**config.mk**
```make
export PLATFORM = sky130hd
export DESIGN_NAME = keypad_scanner
export DESIGN_NICKNAME = d
export VERILOG_FILES = /design/src/rtl/keypad_pkg.sv /design/src/rtl/keypad_scanner_scan_tick_gen.sv /design/src/rtl/keypad_scanner.sv
export SDC_FILE = /design/constraint.sdc
export NUM_CORES = 1
export LEC_CHECK = 0
export ABC_AREA = 0
export BUFFER_PORTS_ARGS = -buffer_cell sky130_fd_sc_hd__buf_4
export CORE_MARGIN = 2
export CORE_UTILIZATION = 32
export DETAILED_ROUTE_END_ITERATION = 8
export PLACE_DENSITY = 0.54
export SETUP_SLACK_MARGIN = 0.4
export SYNTH_ARGS = -nofsm -noshare
export SYNTH_HDL_FRONTEND = slang
export SYNTH_HIERARCHICAL = 1
export SYNTH_SLANG_ARGS = --single-unit
```
**constraint.sdc**
```tcl
create_clock -name clkt -period 3 [get_ports clkt]
set_input_delay 0 -clock clkt [delete_from_list [all_inputs] [get_ports clkt]]
set_output_delay 0 -clock clkt [all_outputs]
set_load 0.01 [all_outputs]
```
**src/rtl/keypad_pkg.sv**
```systemverilog
// Purpose: shared FSM state type, key code width and key-to-function constants for the keypad.
// Latency: n/a (types and constants only).
// Backpressure: n/a.
package keypad_pkg;

    typedef enum logic [1:0] {
        SCAN         = 2'd0,
        DEBOUNCE     = 2'd1,
        PRESSED      = 2'd2,
        DEBOUNCE_REL = 2'd3
    } kp_state_t;

    localparam int KEY_CODE_W = 4;

    // Function keys, encoded as {row_idx, col_idx}
    localparam logic [KEY_CODE_W-1:0] KEY_ENTER = 4'hF;
    localparam logic [KEY_CODE_W-1:0] KEY_CLEAR = 4'hC;

    // Digit keys: the code value equals the digit
    localparam logic [KEY_CODE_W-1:0] KEY_DIGIT_0 = 4'h0;
    localparam logic [KEY_CODE_W-1:0] KEY_DIGIT_1 = 4'h1;
    localparam logic [KEY_CODE_W-1:0] KEY_DIGIT_2 = 4'h2;
    localparam logic [KEY_CODE_W-1:0] KEY_DIGIT_3 = 4'h3;
    localparam logic [KEY_CODE_W-1:0] KEY_DIGIT_4 = 4'h4;
    localparam logic [KEY_CODE_W-1:0] KEY_DIGIT_5 = 4'h5;
    localparam logic [KEY_CODE_W-1:0] KEY_DIGIT_6 = 4'h6;
    localparam logic [KEY_CODE_W-1:0] KEY_DIGIT_7 = 4'h7;
    localparam logic [KEY_CODE_W-1:0] KEY_DIGIT_8 = 4'h8;
    localparam logic [KEY_CODE_W-1:0] KEY_DIGIT_9 = 4'h9;

    // Pack a row/column position into the key code
    function automatic logic [KEY_CODE_W-1:0] make_key_code(input logic [1:0] row,
                                                           input logic [1:0] col);
        return {row, col};
    endfunction

endpackage

```
**src/rtl/keypad_scanner_scan_tick_gen.sv**
```systemverilog
// Purpose: free-running divider producing a one-cycle tick every SCAN_DIV clocks (row dwell / digit mux).
// Latency: tick is high during the cycle the counter sits at SCAN_DIV-1; first tick SCAN_DIV-1 cycles after reset.
// Backpressure: none; the tick never stalls.
module scan_tick_gen #(
    parameter int SCAN_DIV = 8192
) (
    input  logic clkt,
    input  logic rst_nt,
    output logic tick
);

    localparam int DIV_W = (SCAN_DIV > 2) ? $clog2(SCAN_DIV) : 1;
    localparam logic [DIV_W-1:0] DIV_LAST = DIV_W'(SCAN_DIV - 1);

    logic [DIV_W-1:0] div_cnt;

    assign tick = (div_cnt == DIV_LAST);

    // Count 0..SCAN_DIV-1 and wrap on the tick cycle
    always_ff @(posedge clkt or negedge rst_nt) begin
        if (!rst_nt) begin
            div_cnt <= '0;
        end else if (tick) begin
            div_cnt <= '0;
        end else begin
            div_cnt <= div_cnt + 1'b1;
        end
    end

endmodule

```
**src/rtl/keypad_scanner.sv**
```systemverilog
// Purpose: 4x4 matrix keypad scanner; strobes rows, debounces columns, emits one event per physical press.
// Latency: stable press to key_valid within (NROWS+DEBOUNCE_SCANS)*SCAN_DIV+3 clocks.
// Backpressure: none; key_valid is a one-cycle pulse and key_code holds until the next event.
module keypad_scanner
    import keypad_pkg::*;
#(
    parameter int SCAN_DIV       = 8192,
    parameter int DEBOUNCE_SCANS = 4,
    parameter int NROWS          = 4,
    parameter int NCOLS          = 4
) (
    input  logic                  clkt,
    input  logic                  rst_nt,
    input  logic [NCOLS-1:0]      col_in,
    output logic [NROWS-1:0]      row_out,
    output logic                  key_valid,
    output logic [KEY_CODE_W-1:0] key_code,
    output logic                  key_held,
    output logic                  multi_key
);

    localparam int ROW_W = $clog2(NROWS);
    localparam int COL_W = $clog2(NCOLS);
    localparam int NLOW_W = $clog2(NCOLS + 1);
    localparam int CNT_W = $clog2(DEBOUNCE_SCANS + 1);
    localparam logic [CNT_W-1:0] CNT_LAST = CNT_W'(DEBOUNCE_SCANS - 1);
    localparam logic [ROW_W-1:0] ROW_LAST = ROW_W'(NROWS - 1);

    logic                  tick;
    logic [NCOLS-1:0]      col_m;
    logic [NCOLS-1:0]      col_s;

    kp_state_t             state, state_nxt;
    logic [CNT_W-1:0]      cnt, cnt_nxt;
    logic [ROW_W-1:0]      row_idx, row_nxt, row_adv;
    logic [NCOLS-1:0]      col_pat, col_pat_nxt;
    logic [COL_W-1:0]      col_idx, col_idx_nxt;
    logic [KEY_CODE_W-1:0] key_code_nxt;
    logic                  key_held_nxt;
    logic                  multi_key_nxt;
    logic                  key_valid_nxt;

    logic [NLOW_W-1:0]     n_low;
    logic [COL_W-1:0]      col_idx_s;
    logic                  all_high;
    logic                  one_low;
    logic                  many_low;

    scan_tick_gen #(
        .SCAN_DIV (SCAN_DIV)
    ) u_tick (
        .clkt   (clkt),
        .rst_nt (rst_nt),
        .tick   (tick)
    );

    // Two-flop synchronizer; idle (pulled-up) lines reset to all-ones
    always_ff @(posedge clkt or negedge rst_nt) begin
        if (!rst_nt) begin
            col_m <= '1;
            col_s <= '1;
        end else begin
            col_m <= col_in;
            col_s <= col_m;
        end
    end

    // Classify the synchronized column pattern: how many lines are low and which one
    always_comb begin
        n_low     = '0;
        col_idx_s = '0;
        for (int c = 0; c < NCOLS; c++) begin
            if (!col_s[c]) begin
                n_low     = n_low + 1'b1;
                col_idx_s = COL_W'(c);
            end
        end
        all_high = (n_low == '0);
        one_low  = (n_low == NLOW_W'(1));
        many_low = !all_high && !one_low;
    end

    // Active-low one-hot row drive decoded from the current row index
    always_comb begin
        row_out          = '1;
        row_out[row_idx] = 1'b0;
        row_adv          = (row_idx == ROW_LAST) ? '0 : row_idx + 1'b1;
    end

    // FSM next state, debounce counter and output updates; everything moves on tick only
    always_comb begin
        state_nxt     = state;
        cnt_nxt       = cnt;
        row_nxt       = row_idx;
        col_pat_nxt   = col_pat;
        col_idx_nxt   = col_idx;
        key_code_nxt  = key_code;
        key_held_nxt  = key_held;
        multi_key_nxt = multi_key;
        key_valid_nxt = 1'b0;
        if (tick) begin
            case (state)
                SCAN: begin
                    if (all_high) begin
                        row_nxt = row_adv;
                    end else if (one_low) begin
                        col_pat_nxt = col_s;
                        col_idx_nxt = col_idx_s;
                        cnt_nxt     = CNT_W'(1);
                        state_nxt   = DEBOUNCE;
                    end else begin
                        // Ambiguous press: park on this row until everything is released
                        multi_key_nxt = 1'b1;
                        cnt_nxt       = '0;
                        state_nxt     = DEBOUNCE_REL;
                    end
                end
                DEBOUNCE: begin
                    if (col_s == col_pat) begin
                        if (cnt == CNT_LAST) begin
                            cnt_nxt       = '0;
                            key_code_nxt  = make_key_code(2'(row_idx), 2'(col_idx));
                            key_valid_nxt = 1'b1;
                            key_held_nxt  = 1'b1;
                            state_nxt     = PRESSED;
                        end else begin
                            cnt_nxt = cnt + 1'b1;
                        end
                    end else begin
                        cnt_nxt   = '0;
                        row_nxt   = row_adv;
                        state_nxt = SCAN;
                    end
                end
                PRESSED: begin
                    if (all_high) begin
                        cnt_nxt   = CNT_W'(1);
                        state_nxt = DEBOUNCE_REL;
                    end else if (many_low) begin
                        multi_key_nxt = 1'b1;
                    end
                end
                DEBOUNCE_REL: begin
                    if (all_high) begin
                        if (cnt == CNT_LAST) begin
                            cnt_nxt       = '0;
                            key_held_nxt  = 1'b0;
                            multi_key_nxt = 1'b0;
                            row_nxt       = row_adv;
                            state_nxt     = SCAN;
                        end else begin
                            cnt_nxt = cnt + 1'b1;
                        end
                    end else begin
                        cnt_nxt = '0;
                    end
                end
                default: begin
                    cnt_nxt   = '0;
                    state_nxt = SCAN;
                end
            endcase
        end
    end

    // State and output registers; reset discards any press in flight
    always_ff @(posedge clkt or negedge rst_nt) begin
        if (!rst_nt) begin
            state     <= SCAN;
            cnt       <= '0;
            row_idx   <= '0;
            col_pat   <= '1;
            col_idx   <= '0;
            key_code  <= '0;
            key_held  <= 1'b0;
            multi_key <= 1'b0;
            key_valid <= 1'b0;
        end else begin
            state     <= state_nxt;
            cnt       <= cnt_nxt;
            row_idx   <= row_nxt;
            col_pat   <= col_pat_nxt;
            col_idx   <= col_idx_nxt;
            key_code  <= key_code_nxt;
            key_held  <= key_held_nxt;
            multi_key <= multi_key_nxt;
            key_valid <= key_valid_nxt;
        end
    end

endmodule

```
# Word level (Yosys, flattened, before mapping)
# Index checks and enable logic that the tools add are counted.
[totals] reg_bits=41 in_bits=6 out_inout_bits=11 word_cells=103
[classes] n_addsub=6 magnitude_cmp=2 eq_ne=20 mux=45 bitwise=2 reduce_logical=16
[op_table] operator="$mux 2" count=14
[op_table] operator="$mux 3" count=8
[op_table] operator="$ne 2x2->1 const B" count=11
[op_table] operator="$reduce_and 6->1" count=3
[op_table] operator="$mux 1" count=16
[op_table] operator="$add 13x1->13 const B" count=1
[op_table] operator="$eq 13x13->1 const B" count=1
[op_table] operator="$mux 13" count=1
[op_table] operator="$add 3x1->3 const B" count=4
[op_table] operator="$pmux 3 s4" count=1
[op_table] operator="$pmux 2 s4" count=1
[op_table] operator="$reduce_and 4->1" count=2
[op_table] operator="$reduce_and 8->1" count=1
[op_table] operator="$eq 2x2->1 const B" count=3
[op_table] operator="$pmux 2 s3" count=1
[op_table] operator="$reduce_bool 3->1" count=2
[op_table] operator="$eq 4x4->1" count=1
[op_table] operator="$not 4->4" count=1
[op_table] operator="$eq 3x1->1 const B" count=1
[op_table] operator="$eq 3x2->1 const B" count=1
[op_table] operator="$logic_not 3->1" count=1
[op_table] operator="$lt 2x3->1 const B" count=1
[op_table] operator="$ne 3x3->1 const B" count=1
[op_table] operator="$pmux 1 s3" count=1
[op_table] operator="other kinds (11)" count=13

# Depth between registers and ports, before layout
[depth] word_depth=13 depth_mapped=10 mapped_depth_nobuf=10

# Hierarchy
# Netlist, hierarchy kept.
[modules_own_cells] mod="keypad_scanner" instances=1 cells_each=131 area_each_um2=1591.5 seq_area_each_um2=715.7
[modules_own_cells] mod="scan_tick_gen" instances=1 cells_each=53 area_each_um2=604.3 seq_area_each_um2=325.3

# Worst setup path before layout
# No wires, ideal clock.
[synth_timing] path_kind="flip-flop to flip-flop" startpoint="reg col_s[0]" endpoint="reg col_pat[0]" arrival_ns=2.581 required_ns=2.918 path_slack_ns=0.337 stages_incl_launch_ff=9 path_buffers=0 path_cell_list="dfstp_2 -> inv_1 -> ha_1 -> xnor2_4 -> ha_1 -> nor2_1 -> a31oi_4 -> nor4_4 -> mux2_4"
[synth_via] elab_chain_len=10 word_cells_on_any_way=11
[synth_rtl] element="start, declared" line="keypad_scanner.sv:31" rtl="logic [NCOLS-1:0] col_s;"
[synth_rtl] element="start signal, assigned" line="keypad_scanner.sv:64" rtl="col_s <= col_m;"
[synth_rtl] element="$mux 1" line="keypad_scanner.sv:73" rtl="if (!col_s[c]) begin"
[synth_rtl] element="$add 3x1->3" line="keypad_scanner.sv:74" rtl="n_low = n_low + 1'b1;"
[synth_rtl] element="$mux 3" line="keypad_scanner.sv:73"
[synth_rtl] element="$add 3x1->3" line="keypad_scanner.sv:74"
[synth_rtl] element="$mux 3" line="keypad_scanner.sv:73"
[synth_rtl] element="$add 3x1->3" line="keypad_scanner.sv:74"
[synth_rtl] element="$mux 3" line="keypad_scanner.sv:73"
[synth_rtl] element="$logic_not 3->1" line="keypad_scanner.sv:78" rtl="all_high = (n_low == '0);"
[synth_rtl] element="$not 1->1 (no source line)"
[synth_rtl] element="$reduce_and 4->1 (no source line)"
[synth_rtl] element="end signal, assigned" line="keypad_scanner.sv:182" rtl="col_pat <= col_pat_nxt;"
[synth_rtl] element="end, declared" line="keypad_scanner.sv:36" rtl="logic [NCOLS-1:0] col_pat, col_pat_nxt;"
# Parallel ways exist; a longest one is shown, timed or not.
# A chain may end at the register's enable or synchronous reset.

# Final worst setup path
[layout_timing] startpoint="reg col_s[1]" endpoint="reg row_idx[1]"
[layout_via] elab_chain_len=8 word_cells_on_any_way=11
[layout_rtl] element="$mux 3" line="keypad_scanner.sv:73"
[layout_rtl] element="$add 3x1->3" line="keypad_scanner.sv:74"
[layout_rtl] element="$mux 3" line="keypad_scanner.sv:73"
[layout_rtl] element="$add 3x1->3" line="keypad_scanner.sv:74"
[layout_rtl] element="$mux 3" line="keypad_scanner.sv:73"
[layout_rtl] element="$logic_not 3->1" line="keypad_scanner.sv:78"
[layout_rtl] element="$ne 2x2->1 (no source line)"
[layout_rtl] element="$reduce_and 6->1 (no source line) (*)"
[layout_rtl] element="end signal, assigned" line="keypad_scanner.sv:181" rtl="row_idx <= row_nxt;"
[layout_rtl] element="end, declared" line="keypad_scanner.sv:35" rtl="logic [ROW_W-1:0] row_idx, row_nxt, row_adv;"
# Every way passes the cells marked *; elsewhere a longest branch is shown, timed or not.

==> impl_metrics.yaml <==
global_route:
  antenna_found_initial: 0
  use_met3_pct: 2.762
  met2_usage_pct: 17.49
  gr-total-overflow: 0
  busiest_layer: "met2"
  grt_pass1_wl_mm: 6.603
  grt.met1_usage_pct: 14.12
  grt.total_usage_pct: 11.08
  grt_max_degree: 42
  grt_pass1_vias: 1429
timing:
  max_freq_mhz: 399.5
  min_period_over_period_pct: 83.45
  timing.hold.ws_ns: 0.2225
  max-slew-margin-rel_pct: 63.03
  clock_skew_ns: 0.006509
  period_minus_slack_ns: 2.503
  rsz0062_at_grt: "false"
  drv_slew: 0
  setup_tns_ns: 0
  worst_slew_pin_slew_ns: 0.5505
  worst_slack_ns: 0.4966
  report.final.hold_viol_count: 0
  setup_viol: 0
logic_synthesis:
  ys_seq_area_share_pct: 47.41
  synth_cell_types: 49
  netlist_area_um2: 2196
  synth_area_leaders: "dfrtp_1, dfstp_2, ha_1"
  syn_avg_cell_area_um2: 11.93
  synthCells: 184
  syn_nets: 203
  async_flop_share_pct: 100.0
  netlist.area_leader.share_pct: 33.05
  yosys_most_used_dff: "dfrtp_1"
  synth_edf_count: 0
  synth_top_area_cell: "dfrtp_1"
  synth_warnings: 6
  synth_seq_cells: 41
placement:
  dpl_worst_slack_ns: 0.2716
  gp_congestion: 0.7432
  place.detailed.hpwl_mm: 2.602
  place_inst: 279
  dpl-instance-area_um2: 2407
  portBuffers: 16
power:
  switching_power_uw: 261.0
  combPwrFrac_pct: 10.7
  ir_worst_vdd_v: 0.0002412
  p_clk_share_pct: 38.9
  p_per_area_nw_per_um2: 420.3
  p_int_uw: 870.2
  total_power_mw: 1.131
  swShare_pct: 23.07
  sequentialPowerShare_pct: 50.4
  leakagePower_nw: 1.204
critical_path:
  start_kind: "register"
  required_ns: 3.18
  crit_path_frequent_cell: "ha_4"
  critPathBufInv: 1
  worstSetupPathType: "reg -> reg"
  cp_max_fo: 7
  worstPathArrival_ns: 2.68
  path_cells: "inv_2 -> ha_4 -> xnor2_4 -> ha_4 -> nor2_4 -> a31oi_4 -> nor4_4 -> o2111ai_2 -> mux2_4"
  critical_path.slowest_cell: "dfstp_2"
  cp_slowest_stage_delay_ns: 0.55
  cp-end-kind: "register"
  critPathTopFamily: "flip-flops"
cts:
  cts_root_buffer: "clkbuf_8"
  clock-sinks: 41
  clkLatencyLatePin_ns: 0.29
  htree_levels: 2
  tritoncts: "done"
  clk_pin_slew_ns: 0.07
  numCtsBuffers: 5
  clockBufferDepth: 2
floorplanning:
  io_pins: 17
  die_y_um: 86.84
  die_w_um: 86.84
  dieArea_um2: 7540
  std_cell_rows: 30
  initial_core_util_pct: 32.68
  core_region_area_um2: 6719
detailed_routing:
  drc: 0
  num_vias: 1440
  wire_per_inst_um: 12.61
  first_iter_violations: 49
  vias_per_cell: 4.816
  firstDrtPassIters: 5
  wl_mm: 3.770
  ant_nets: 0
finish:
  fillers: 657
  area_growth_pct: 22.56
  layout-drive-gt1-share_pct: 35.16
  layout.nets: 237
  antenna_cells: 0
  fin_cells: 299
  fin_util_pct: 40.06
  post-route-cell-area_um2: 2691
hold_path:
  worstHoldPathType: "in -> async"
flow_run:
  drv_cap: 0
outcome:
  status: "finished, final reports clean"
synth_stat cells (2+ instances only):
library cell and number:
o21ai_0 4, o32a_1 2, nor3_1 4, o31ai_1 3
nand4_1 4, nor4_2 2, nand2b_1 4, buf_6 2
dfstp_2 12, a31oi_1 4, mux2_1 2, nor2b_1 2
dfrtp_1 29, nor2_1 9, a22o_1 2, nor4_4 3
inv_1 18, or3_1 2, xor2_1 8, mux2_2 2
a21oi_1 4, ha_1 13, xnor2_1 5, nand3_1 5
mux2_4 4, xor2_2 2, nand2_1 10, mux2i_1 2
cells in the final DEF (no fill, tap or decap), types with 3 or more instances in the layout:
master	netlist	routed
xor2_1	8	8
o21ai_0	4	4
nand2_1	10	9
inv_1	18	16
mux2_4	4	6
a31oi_1	4	4
clkbuf_8	0	5
nor4_4	3	3
ha_1	13	11
a21oi_1	4	4
dfrtp_1	29	29
nand4_1	4	4
nand2b_1	4	3
buf_4	0	25
nor2_1	9	8
nand3_1	5	5
dfstp_2	12	12
xnor2_1	5	5
nor3_1	4	4
dlygate4sd3_1	0	5
worst register-to-register path, delay by kind of cell, from the launching register on:
family / cells / cell delay [ns]
compound gates: 2 / 0.29
fa+ha+maj: 2 / 0.49
simple gates: 2 / 0.50
buf+inv: 1 / 0.05
flops: 1 / 0.55
xor+xnor: 1 / 0.19
mux: 1 / 0.33
final timing paths:
| path | start | to | slack (ns) | depth (start not counted) |
|---|---|---|---|---|
| min | rst_nt | key_valid$_DFF_PN0_ | 0.22 | 2 |
| min reg2reg | col_m[2]$_DFF_PN1_ | col_s[2]$_DFF_PN1_ | 0.36 | 0 |
| max | col_s[1]$_DFF_PN1_ | row_idx[1]$_DFFE_PN0P_ | 0.50 | 9 |
| max in group asynchronous | rst_nt | col_m[3]$_DFF_PN1_ | 2.40 | 2 |
| min in group clkt | col_in[0] | col_m[0]$_DFF_PN1_ | 0.35 | 2 |
| max reg2reg | col_s[1]$_DFF_PN1_ | row_idx[1]$_DFFE_PN0P_ | 0.50 | 9 |
kinds of logic (layout without fill, tap and decap cells):
family / after synthesis / count (layout) / share of synthesized area (%)
flops: 41 / 41 / 47.41
fa+ha+maj: 13 / 13 / 7.408
xor+xnor: 16 / 16 / 7.920
buf+inv: 21 / 56 / 4.273
compound gates: 31 / 31 / 11.45
simple gates: 52 / 52 / 15.84
mux: 10 / 10 / 5.698
registers in the layout (all words and copies together) (netlist names):
signal / flops
col_m: 4
key_held: 1
key_code: 4
cnt: 3
col_idx: 2
state: 2
col_pat: 4
u_tick/div_cnt: 13
key_valid: 1
col_s: 4
row_idx: 2
multi_key: 1
power groups by stage:
| stage | clock, mW | combinational, mW | sequential, mW |
|---|---|---|---|
| 2_1_floorplan | 0 | 0.0693 | 0.575 |
| 3_3_place_gp | 0 | 0.0879 | 0.580 |
| 3_5_place_dp | 0 | 0.0874 | 0.581 |
| 4_1_cts | 0.463 | 0.105 | 0.570 |
| 5_1_grt | 0.486 | 0.131 | 0.572 |
| 6_report | 0.440 | 0.121 | 0.570 |
metal layers:
metal | up-vias | wire length, um | share of wire (%)
li1 | 712 | - | -
met1 | 695 | 1850 | 49
met2 | 28 | 1752 | 46
met3 | 5 | 118 | 3.1
met4 | 0 | 48 | 1.3
met5 | - | 0 | 0
final cells by class:
class                           count  area (um^2)  area share, %
Multi-Input combinational cell    122         1134          42.12
Sequential cell                    41         1041          38.68
Tap cell                           80        100.1          3.719
Clock buffer                        6        72.57          2.696
Clock inverter                      2        38.79          1.441
Timing Repair Buffer               30        237.7          8.833
Inverter                           18        67.56          2.510
repair_timing:
| item | 4_1_cts | 5_1_grt |
|---|---|---|
| buffers inserted | 3 | 4 |
| gates resized for setup | 5 | 7 |
| hold endpoints to repair | 33 | 0 |
| pin swaps | 3 | 6 |
| endpoints found under the setup margin | 11 | 12 |
| hold buffers | 5 | 0 |
Note: power is estimated with default switching activity, not from simulation.
